### src/rtl/exc_sequencer.sv
// Exception entry/return sequencer: samples FIQ/IRQ/UND/SWI/ERET at instruction
// boundaries and issues the registered strobe sequence for the CPSR/SPSR bank.
module exc_sequencer #(
   parameter logic [31:0] VEC_BASE = 32'h0000_0000
) (
   input  logic        clk,
   input  logic        rst,
   input  logic        instr_done,
   input  logic [31:0] pc_next,
   input  logic        fiq,
   input  logic        irq,
   input  logic        und_req,
   input  logic        swi_req,
   input  logic        eret_req,
   input  logic [1:0]  cpsr_if,
   output logic        W_SPSR_s,
   output logic [2:0]  W_CPSR_s,
   output logic        Write_SPSR,
   output logic        Write_CPSR,
   output logic [2:0]  Change_M,
   output logic        lr_we,
   output logic [31:0] lr_data,
   output logic        pc_we,
   output logic [31:0] pc_vec,
   output logic        busy,
   output logic [2:0]  cause
);

   typedef enum logic [2:0] {S_IDLE, S_SAVE, S_SWITCH, S_VECTOR, S_RESTORE} state_t;

   // Cause codes double as the Change_M bank-override encoding.
   localparam logic [2:0] C_NONE = 3'd0;
   localparam logic [2:0] C_FIQ  = 3'd1;
   localparam logic [2:0] C_IRQ  = 3'd2;
   localparam logic [2:0] C_SVC  = 3'd3;
   localparam logic [2:0] C_UND  = 3'd4;

   function automatic logic [2:0] cpsr_src(input logic [2:0] c);
      case (c)
         C_FIQ:   return 3'd3;
         C_IRQ:   return 3'd2;
         C_SVC:   return 3'd4;
         C_UND:   return 3'd5;
         default: return 3'd0;
      endcase
   endfunction

   function automatic logic [31:0] vec_off(input logic [2:0] c);
      case (c)
         C_UND:   return 32'h04;
         C_SVC:   return 32'h08;
         C_IRQ:   return 32'h18;
         C_FIQ:   return 32'h1C;
         default: return 32'h00;
      endcase
   endfunction

   state_t      state_q, state_d;
   logic [2:0]  cause_q, cause_d;
   logic [31:0] lr_q, lr_d;
   logic [31:0] pc_vec_q, pc_vec_d;
   logic        w_spsr_s_q, w_spsr_s_d;
   logic [2:0]  w_cpsr_s_q, w_cpsr_s_d;
   logic        write_spsr_q, write_spsr_d;
   logic        write_cpsr_q, write_cpsr_d;
   logic [2:0]  change_m_q, change_m_d;
   logic        lr_we_q, lr_we_d;
   logic        pc_we_q, pc_we_d;
   logic        busy_q, busy_d;

   logic fiq_take, irq_take;

   // An eret boundary ignores interrupts so they are judged against the restored I/F.
   assign fiq_take = fiq & ~cpsr_if[0] & ~eret_req;
   assign irq_take = irq & ~cpsr_if[1] & ~eret_req;

   always_comb begin
      // NOTE: every always_comb target gets a default first so no latch is inferred.
      state_d      = state_q;
      cause_d      = cause_q;
      lr_d         = lr_q;
      pc_vec_d     = pc_vec_q;
      w_spsr_s_d   = 1'b0;
      w_cpsr_s_d   = 3'd0;
      write_spsr_d = 1'b0;
      write_cpsr_d = 1'b0;
      change_m_d   = 3'd0;
      lr_we_d      = 1'b0;
      pc_we_d      = 1'b0;

      case (state_q)
         S_IDLE: begin
            if (instr_done) begin
               if (fiq_take) begin
                  cause_d = C_FIQ;
                  lr_d    = pc_next + 32'd4;
                  state_d = S_SAVE;
               end else if (irq_take) begin
                  cause_d = C_IRQ;
                  lr_d    = pc_next + 32'd4;
                  state_d = S_SAVE;
               end else if (und_req) begin
                  cause_d = C_UND;
                  lr_d    = pc_next;
                  state_d = S_SAVE;
               end else if (swi_req) begin
                  cause_d = C_SVC;
                  lr_d    = pc_next;
                  state_d = S_SAVE;
               end else if (eret_req) begin
                  state_d = S_RESTORE;
               end
            end
         end
         S_SAVE:    state_d = S_SWITCH;
         S_SWITCH:  state_d = S_VECTOR;
         S_VECTOR:  state_d = S_IDLE;
         S_RESTORE: state_d = S_IDLE;
         default:   state_d = S_IDLE;
      endcase

      // Outputs are decoded from the next state so they land in the register with it.
      busy_d = (state_d != S_IDLE);
      case (state_d)
         S_SAVE: begin
            change_m_d   = cause_d;
            w_spsr_s_d   = 1'b1;
            write_spsr_d = 1'b1;
            lr_we_d      = 1'b1;
         end
         S_SWITCH: begin
            write_cpsr_d = 1'b1;
            w_cpsr_s_d   = cpsr_src(cause_d);
         end
         S_VECTOR: begin
            pc_we_d  = 1'b1;
            pc_vec_d = VEC_BASE + vec_off(cause_d);
         end
         S_RESTORE: write_cpsr_d = 1'b1;
         default: ;
      endcase
   end

   always_ff @(posedge clk) begin
      // NOTE: sequential state uses non-blocking assignments so all registers update together.
      if (!rst) begin
         state_q      <= S_IDLE;
         cause_q      <= C_NONE;
         lr_q         <= 32'd0;
         pc_vec_q     <= VEC_BASE;
         w_spsr_s_q   <= 1'b0;
         w_cpsr_s_q   <= 3'd0;
         write_spsr_q <= 1'b0;
         write_cpsr_q <= 1'b0;
         change_m_q   <= 3'd0;
         lr_we_q      <= 1'b0;
         pc_we_q      <= 1'b0;
         busy_q       <= 1'b0;
      end else begin
         state_q      <= state_d;
         cause_q      <= cause_d;
         lr_q         <= lr_d;
         pc_vec_q     <= pc_vec_d;
         w_spsr_s_q   <= w_spsr_s_d;
         w_cpsr_s_q   <= w_cpsr_s_d;
         write_spsr_q <= write_spsr_d;
         write_cpsr_q <= write_cpsr_d;
         change_m_q   <= change_m_d;
         lr_we_q      <= lr_we_d;
         pc_we_q      <= pc_we_d;
         busy_q       <= busy_d;
      end
   end

   assign W_SPSR_s   = w_spsr_s_q;
   assign W_CPSR_s   = w_cpsr_s_q;
   assign Write_SPSR = write_spsr_q;
   assign Write_CPSR = write_cpsr_q;
   assign Change_M   = change_m_q;
   assign lr_we      = lr_we_q;
   assign lr_data    = lr_q;
   assign pc_we      = pc_we_q;
   assign pc_vec     = pc_vec_q;
   assign busy       = busy_q;
   assign cause      = cause_q;

endmodule

### config.mk
export PLATFORM = sky130hd
export DESIGN_NAME = exc_sequencer
export DESIGN_NICKNAME = d
export VERILOG_FILES = /design/src/rtl/exc_sequencer.sv
export SDC_FILE = /design/constraint.sdc
export NUM_CORES = 1
export LEC_CHECK = 0
export CAP_MARGIN = 20
export CORE_MARGIN = 4
export CORE_UTILIZATION = 30
export CTS_BUF_LIST = sky130_fd_sc_hd__clkbuf_2 sky130_fd_sc_hd__clkbuf_4 sky130_fd_sc_hd__clkbuf_8
export DETAILED_ROUTE_END_ITERATION = 7
export PLACE_DENSITY = 0.72
export SYNTH_ARGS = -nofsm -noshare
export SYNTH_HDL_FRONTEND = slang
export SYNTH_SLANG_ARGS = --single-unit
### constraint.sdc
create_clock -name clk -period 5.6 [get_ports clk]
set_clock_uncertainty 0.2 [all_clocks]
set_input_delay 1.4 -clock clk [delete_from_list [all_inputs] [get_ports clk]]
set_output_delay 1.4 -clock clk [all_outputs]
set_load 0.05 [all_outputs]
## After elaboration in Yosys (flattened, before gate mapping)

Cells that the tools add are included.

| word-level totals | value |
|---|---|
| register bits | 80 |
| bits of input ports | 42 |
| output and inout port bits | 79 |
| logic and storage cells | 57 |

| cells by class | value |
|---|---|
| add/sub/neg operators | 1 |
| eq/ne operators | 10 |
| mux-type cells | 22 |
| bitwise logic cells | 7 |
| reduce and logical (&&, ||, !) cells | 7 |

Operators by type and width:

| operator | number |
|---|---|
| two-way mux 32 bit | 4 |
| two-way mux 3 bit | 12 |
| adder 32 x 3 -> 32 bit (second input constant) | 1 |
| case mux 5 bit (4 select lines) | 1 |
| equality test 3 x 2 -> 1 bit (second input constant) | 5 |
| case mux 3 bit (4 select lines) | 1 |
| equality test 3 x 1 -> 1 bit (second input constant) | 3 |
| case mux 3 bit (3 select lines) | 1 |
| equality test 3 bit (second input constant) | 2 |
| AND 1 bit | 4 |
| AND reduction 2 bit | 2 |
| nonzero test 4 bit | 1 |
| logical NOT 3 bit | 1 |
| two-way mux 1 bit | 3 |
| NOT 1 bit | 3 |
| AND reduction 3 bit | 1 |
| nonzero test 3 bit | 1 |
| OR reduction 2 bit | 1 |

## Depth between registers and ports, before layout

Gate-level depths: netlist of run 1.

| depth | value |
|---|---|
| depth in word-level cells | 10 |
| gate-level depth with buffers | 8 |
| gate-level depth less buffers | 7 |

## Least setup slack after synthesis of run 1

OpenSTA, ideal clock, no wires.

| path | value |
|---|---|
| kind | input -> register |
| from | input pc_next[2] |
| to | register lr_q[10] (netlist: lr_data[10]) |
| library setup time | 0.070 ns |
| data arrival time | 2.710 ns |
| required time | 5.330 ns |
| setup slack | 2.620 ns |
| cell stages on the path | 7 |
| cells stage by stage | ha_1 > nand2_1 > a2111oi_4 > and3_1 > nand3_1 > xor2_1 > a21oi_1 |

| on the way | value |
|---|---|
| longest elaborated chain between the ends | 3 |

RTL lines:

| what | line | source |
|---|---|---|
| from (decl) | 9 | `input logic [31:0] pc_next,` |
| adder 32 x 3 -> 32 bit * | 96, 100 |  |
| two-way mux 32 bit | 98 | `end else if (irq_take) begin` |
| two-way mux 32 bit * | 94 | `if (fiq_take) begin` |
| to (signal assigned) | 162 | `lr_q <= lr_d;` |
| to (decl) | 60 | `logic [31:0] lr_q, lr_d;` |

Mark *: on every way between the ends. The rest lies on a longest branch, timed or not.
A chain may end at the register's enable or synchronous reset.

## Worst setup path in the final report of run 1

| path | value |
|---|---|
| from | input eret_req |
| to | register lr_q[24] (netlist: lr_data[24]) |

| on the way | value |
|---|---|
| longest elaborated chain between the ends | 4 |

RTL lines:

| what | line | source |
|---|---|---|
| from (decl) | 14 | `input logic eret_req,` |
| NOT 1 bit * | 74, 75 |  |
| AND 1 bit (on tied branches) | 74, 75 |  |
| nonzero test 4 bit (no source line) or two-way mux 32 bit (tied branches) | n/a |  |
| AND reduction 3 bit (no source line) or two-way mux 32 bit (tied branches) | n/a |  |

Marks and branches as above.

==> metrics.txt, run 1 <==
Mapped Area=2730 um2; cell taking the most area after synthesis=dfxtp_1; H-tree Lvls=2; WL final=7020 um; dpl hpwl=5380 um; detailed-route DRC error count=0; CP arrival=3.82 ns; CORE AREA=8760 um2; commonest non-fill, non-tap cell in the layout=clkdlybuf4s50_1; ANT cells=0; Hold Path Depth=2; Max transition margin=38.8%; worst hold path type=reg2reg; Synth top area share=37.4%; largest cells by area after synthesis=dfxtp_1 37%, buf_4 8.8%, xnor2_1 5.8%; worst skew pair latency=0.30 ns; die area=10700 um2; CP max-delay cell=and2_2; pre-CTS WS=1.51 ns; clk sink count=51; final-report hold violation count=0; WP data required=5.63 ns; Vias=2357; P per Cell Area=281 nW/um2; Setup crit end kind=register; first-pass GRT wire length=10900 um; synth warn=0; Final WS setup=1.82 ns; Sum Neg Setup Slack=0 ns; Post-CTS Setup Inserts=0; Seq cells post-synth=51; asr flop ratio synth=0%; Die W=103 um; synthesized instance count=315; CP Launch Type=input pin; Clock transition at path regs=0.10 ns; Highest Clock Rate=264 MHz; Slew Limit Fails=0; via density per instance=4.64; post-route ant nets=0; syn_area_per_cell=8.66 um2; Post-synth top flop=dfxtp_1; Initial Util=31.1%; CP max stage delay=0.76 ns; Final Cell Area=3680 um2; CTS root buf=clkbuf_8; area delta synth->final=35.2%; leakage power=1.31 nW; FF-to-FF End=lr_data[24]; depth of the worst register-to-register path=4; number of core rows=34; post-CTS sizing=0; dpl cell area=3600 um2; share of cells above drive strength 1=7.75%; antenna violations before repair=0; crit path time final=3.78 ns; sequential area share after synthesis=37.4%; CP cell instances=clkdlybuf4s50_1 > a21oi_2 > nand2b_1 > and2_2 > o21ai_0 > a21oi_1; hold-fix buffers at CTS=0; Worst Hold End=lr_data[0]; First-pass DRT Iterations=4; I/O pin total=121; wire per inst=13.8 um; Final Setup Violations=0; Hold Path Origin=lr_data[0]; RSZ-0062 raised after global routing=no; CTS Buf Count=5; max-cap viol count=0; crit share post-route=67.6%; Final nets=442; Pwr Total=1.04 mW; Die Y=103 um; most frequent cells in the layout=91 x clkdlybuf4s50_1, 51 x dfxtp_1, 29 x nor2_1, 29 x a21oi_1, 29 x conb_1; EDFF count, synth=0; CP Class=in2reg; Starting DRT DRC Count=95; maximum clock path buffer count=2; IR Drop Worst-Case VDD=115 uV; outcome=completed; GP Congestion=0.817; global-route usage over all layers=13.0%; CP Max Fanout=59; Worst Tran Pin Value=0.919 ns; Congestion Overflow GR=0; Unique masters post-synth=47; Crit Reg-Reg Startpoint=state_q[0]; largest net degree at the start of global routing=60; number of global-route vias before repair=2220; FF-to-FF setup slack=3.33 ns; Port Buffers=91; CTS tree=built
==> area by class of cell <==
class	count	area [um2]
clock buffers	5	68.8
clock inverters	3	20.0
fillers	886	5080
inverters	8	30.0
multi-input cells	241	1490
flip-flops and latches	51	1020
well taps	108	135
repair buffers	92	918
==> how the worst max path moves through the flow <==
stage	startpoint	endpoint	slack [ns]	depth (start not counted)
floorplan	pc_next[2]	lr_data[10]	2.62	7
global placement	eret_req	lr_data[5]	1.67	6
detailed placement	eret_req	lr_data[4]	1.51	6
CTS	eret_req	lr_data[4]	1.83	6
global route	eret_req	lr_data[8]	1.57	6
finish	eret_req	lr_data[24]	1.82	6
==> registers in the layout, summed over array words and instances (netlist names) <==
| name | cells |
|---|---|
| cause | 3 |
| Change_M | 3 |
| state_q | 3 |
| W_CPSR_s | 3 |
| busy | 1 |
| Write_CPSR | 1 |
| lr_data | 32 |
| pc_vec | 3 |
| pc_we | 1 |
| lr_we | 1 |
==> stage by stage <==
| step | instances | hold WS, ns | utilization (%) |
|---|---|---|---|
| 3_5_place_dp | 500 | 0.255 | 41.0 |
| 2_1_floorplan | 343 | 0.308 | - |
| 4_1_cts | 508 | 0.272 | 42.0 |
| 3_3_place_gp | 500 | 0.243 | 41.0 |
| 5_1_grt | 508 | 0.303 | 42.0 |
| 6_report | 508 | 0.275 | 42.0 |
==> cells by family (layout without fill, tap and decap cells) <==
| logic type | after synthesis | after routing | share of synthesized area (%) |
|---|---|---|---|
| other | 1 | 29 | 0.138 |
| XOR/XNOR | 30 | 30 | 9.64 |
| flip-flops | 51 | 51 | 37.4 |
| adder cells (fa/ha/maj) | 1 | 1 | 0.459 |
| AO/OA/AOI/OAI | 75 | 75 | 18.4 |
| multiplexers | 1 | 1 | 0.367 |
| AND/OR/NAND/NOR | 105 | 105 | 21.8 |
| buffers and inverters | 51 | 108 | 11.7 |
==> worst max-delay path, delay by kind of cell <==
kind | cells | cell delay [ns]
compound gates | 3 | 0.76
buf+inv | 1 | 0.67
simple gates | 2 | 0.96
==> power by group <==
part           internal, mW  switching (mW)
combinational         0.128           0.273
clock                0.0873           0.126
sequential            0.400          0.0208
==> cells in the mapped netlist, types with 2 or more instances <==
library cell / number
a2111oi_4: 2
a211oi_1: 6
a21oi_1: 29
buf_2: 6
buf_4: 32
clkbuf_1: 4
dfxtp_1: 51
inv_1: 8
nand2_1: 23
nand2b_1: 3
nand2b_4: 2
nand3_1: 16
nand4_1: 7
nor2_1: 29
nor3_1: 4
nor3_2: 5
nor3b_1: 3
o21a_1: 3
o21ai_0: 24
o21ai_1: 2
o22ai_1: 2
xnor2_1: 18
xor2_1: 12
==> per-layer routing <==
| metal | vias to the layer above | part of all wire [%] | global-route usage, % |
|---|---|---|---|
| met3 | 8 | 6.3 | 3.09 |
| met2 | 64 | 49 | 21.9 |
| met1 | 1095 | 44 | 16.8 |
| met5 | - | 0 | 0 |
| li1 | 1190 | - | - |
| met4 | 0 | 1.0 | 3.29 |
Power figures use the tool's default switching activity.
==> inputs of run 2 (changes only) <==
--- a/config.mk
+++ b/config.mk
@@ -10,7 +10,7 @@
 export CORE_UTILIZATION = 30
 export CTS_BUF_LIST = sky130_fd_sc_hd__clkbuf_2 sky130_fd_sc_hd__clkbuf_4 sky130_fd_sc_hd__clkbuf_8
 export DETAILED_ROUTE_END_ITERATION = 7
-export PLACE_DENSITY = 0.72
+export PLACE_DENSITY = 0.74
 export SYNTH_ARGS = -nofsm -noshare
 export SYNTH_HDL_FRONTEND = slang
 export SYNTH_SLANG_ARGS = --single-unit
==> constraint.sdc (replaced) <==
create_clock -name clk -period 3.1 [get_ports clk]
set_clock_uncertainty 0.2 [all_clocks]
set_input_delay 0.775 -clock clk [delete_from_list [all_inputs] [get_ports clk]]
set_output_delay 0.775 -clock clk [all_outputs]
set_load 0.05 [all_outputs]
==> run 2 against run 1 <==
Via count is 2.8% higher. Sequential cell count is the same. Cell area is 3.1% higher. Hold slack gained 0.00099 ns.
==> metrics.txt, run 2 (synthesis gave the netlist of run 1 again) <==
maximum clock path buffer count=2; Sum Neg Setup Slack=0 ns; Slew Limit Fails=0; I/O pin total=121; Crit Reg-Reg Startpoint=state_q[0]; Hold Path Origin=lr_data[25]; final-report hold violation count=0; clk sink count=51; WP data required=3.12 ns; FF-to-FF End=W_CPSR_s[2]; GP Congestion=0.827; CORE AREA=8760 um2; via density per instance=4.68; detailed-route DRC error count=0; register area=1020 um2; number of core rows=34; first-pass GRT wire length=11500 um; Final nets=452; most frequent cells in the layout=91 x clkdlybuf4s50_1, 51 x dfxtp_1, 29 x nor2_1, 29 x a21oi_1, 29 x conb_1; Die W=103 um; die area=10700 um2; FF-to-FF setup slack=1.12 ns; CTS root buf=clkbuf_8; Setup crit end kind=register; Clock transition at path regs=0.09 ns; wire per inst=14.2 um; Post-CTS Setup Inserts=0; fillers=856; worst skew pair latency=0.30 ns; CP Max Fanout=6; Initial Util=31.1%; Die Y=103 um; post-route ant nets=0; largest net degree at the start of global routing=41; final hold slack=0.276 ns; antenna violations before repair=0; depth of the worst register-to-register path=6; commonest non-fill, non-tap cell in the layout=clkdlybuf4s50_1; H-tree Lvls=2; CP Launch Type=input pin; Max transition margin=59.9%; RSZ-0062 raised after global routing=no; share of cells above drive strength 1=10.0%; area delta synth->final=39.4%; CTS tree=built; number of global-route vias before repair=2462; Largest register FFs=32; P per Cell Area=510 nW/um2; max-cap viol count=0; ANT cells=0; IR Drop Worst-Case VDD=240 uV; worst hold path type=reg2reg; Final Setup Violations=0; CTS Buf Count=5; hold-fix buffers at CTS=0; Port Buffers=91; Multi-input gate area=1490 um2; post-CTS sizing=0; outcome=completed; dpl hpwl=5780 um; CP Class=in2reg; Vias=2424; Hold Path Depth=2; crit path time final=2.72 ns; global-route usage over all layers=13.7%; Starting DRT DRC Count=93; Highest Clock Rate=368 MHz; First-pass DRT Iterations=4; CP arrival=2.74 ns; Congestion Overflow GR=0; Worst Hold End=lr_data[25]; crit share post-route=87.8%; Worst Tran Pin Value=0.601 ns; leakage power=1.38 nW; WL final=7380 um
## run 2: cell count changes in the layout (fill, tap and decap cells not counted)
cell | before | now
buf_4 | 1 | 9
clkbuf_8 | 5 | 7
clkinv_2 | 1 | 0
clkinvlp_4 | 2 | 1
buf_12 | 0 | 2
## run 2: cell type report
class                      count  share of cell area, %
clock buffer                   7                   2.54
clock inverter                 1                  0.198
inverter                       8                  0.790
multi-input combinational    241                   39.2
timing repair buffer         102                   26.8
tap                          108                   3.56
sequential                    51                   26.9
## run 2: how the worst max path moves through the flow
stage / from / end / slack [ns] / depth (start not counted)
after global routing: pc_next[2] / lr_data[10] / 0.25 / 9
after floorplan: pc_next[2] / lr_data[10] / 0.74 / 7
after detailed placement: pc_next[2] / lr_data[10] / 0.07 / 9
final: pc_next[2] / lr_data[10] / 0.38 / 9
after CTS: pc_next[2] / lr_data[10] / 0.37 / 9
after global placement: eret_req / pc_vec[4] / 0.16 / 7
## run 2: critical path, cell delays in order
cell,delay (ns)
clkdlybuf4s50_1,0.53
ha_1,0.19
nand2_1,0.09
a2111oi_4,0.32
buf_4,0.22
and3_1,0.20
nand3_1,0.10
xor2_1,0.15
a21oi_1,0.16
## run 2: stage by stage
step | area [um2] | power (mW) | instances | setup slack [ns] | util (%)
floorplan | 2830 | 1.30 | 343 | 0.745 | -
global placement | 3700 | 1.52 | 510 | 0.163 | 42.2
detailed placement | 3700 | 1.53 | 510 | 0.0700 | 42.2
CTS | 3800 | 1.96 | 518 | 0.369 | 43.4
global route | 3800 | 2.04 | 518 | 0.252 | 43.4
finish | 3800 | 1.94 | 518 | 0.379 | 43.4
## run 2: routing by layer
layer | GRT usage [%] | part of all wire, % | vias to the layer above
li1 | - | - | 1211
met1 | 17.3 | 43 | 1123
met2 | 22.6 | 49 | 78
met3 | 3.89 | 6.8 | 12
met4 | 3.88 | 1.2 | 0
met5 | 0 | 0 | -
## run 2: report_power, final
| part | switching (mW) | total [mW] | internal (mW) | leakage, nW |
|---|---|---|---|---|
| clock | 0.223 | 0.427 | 0.204 | 0.0505 |
| combinational | 0.499 | 0.748 | 0.249 | 0.908 |
| sequential | 0.0387 | 0.761 | 0.723 | 0.419 |
| total | 0.761 | 1.94 | 1.18 | 1.38 |
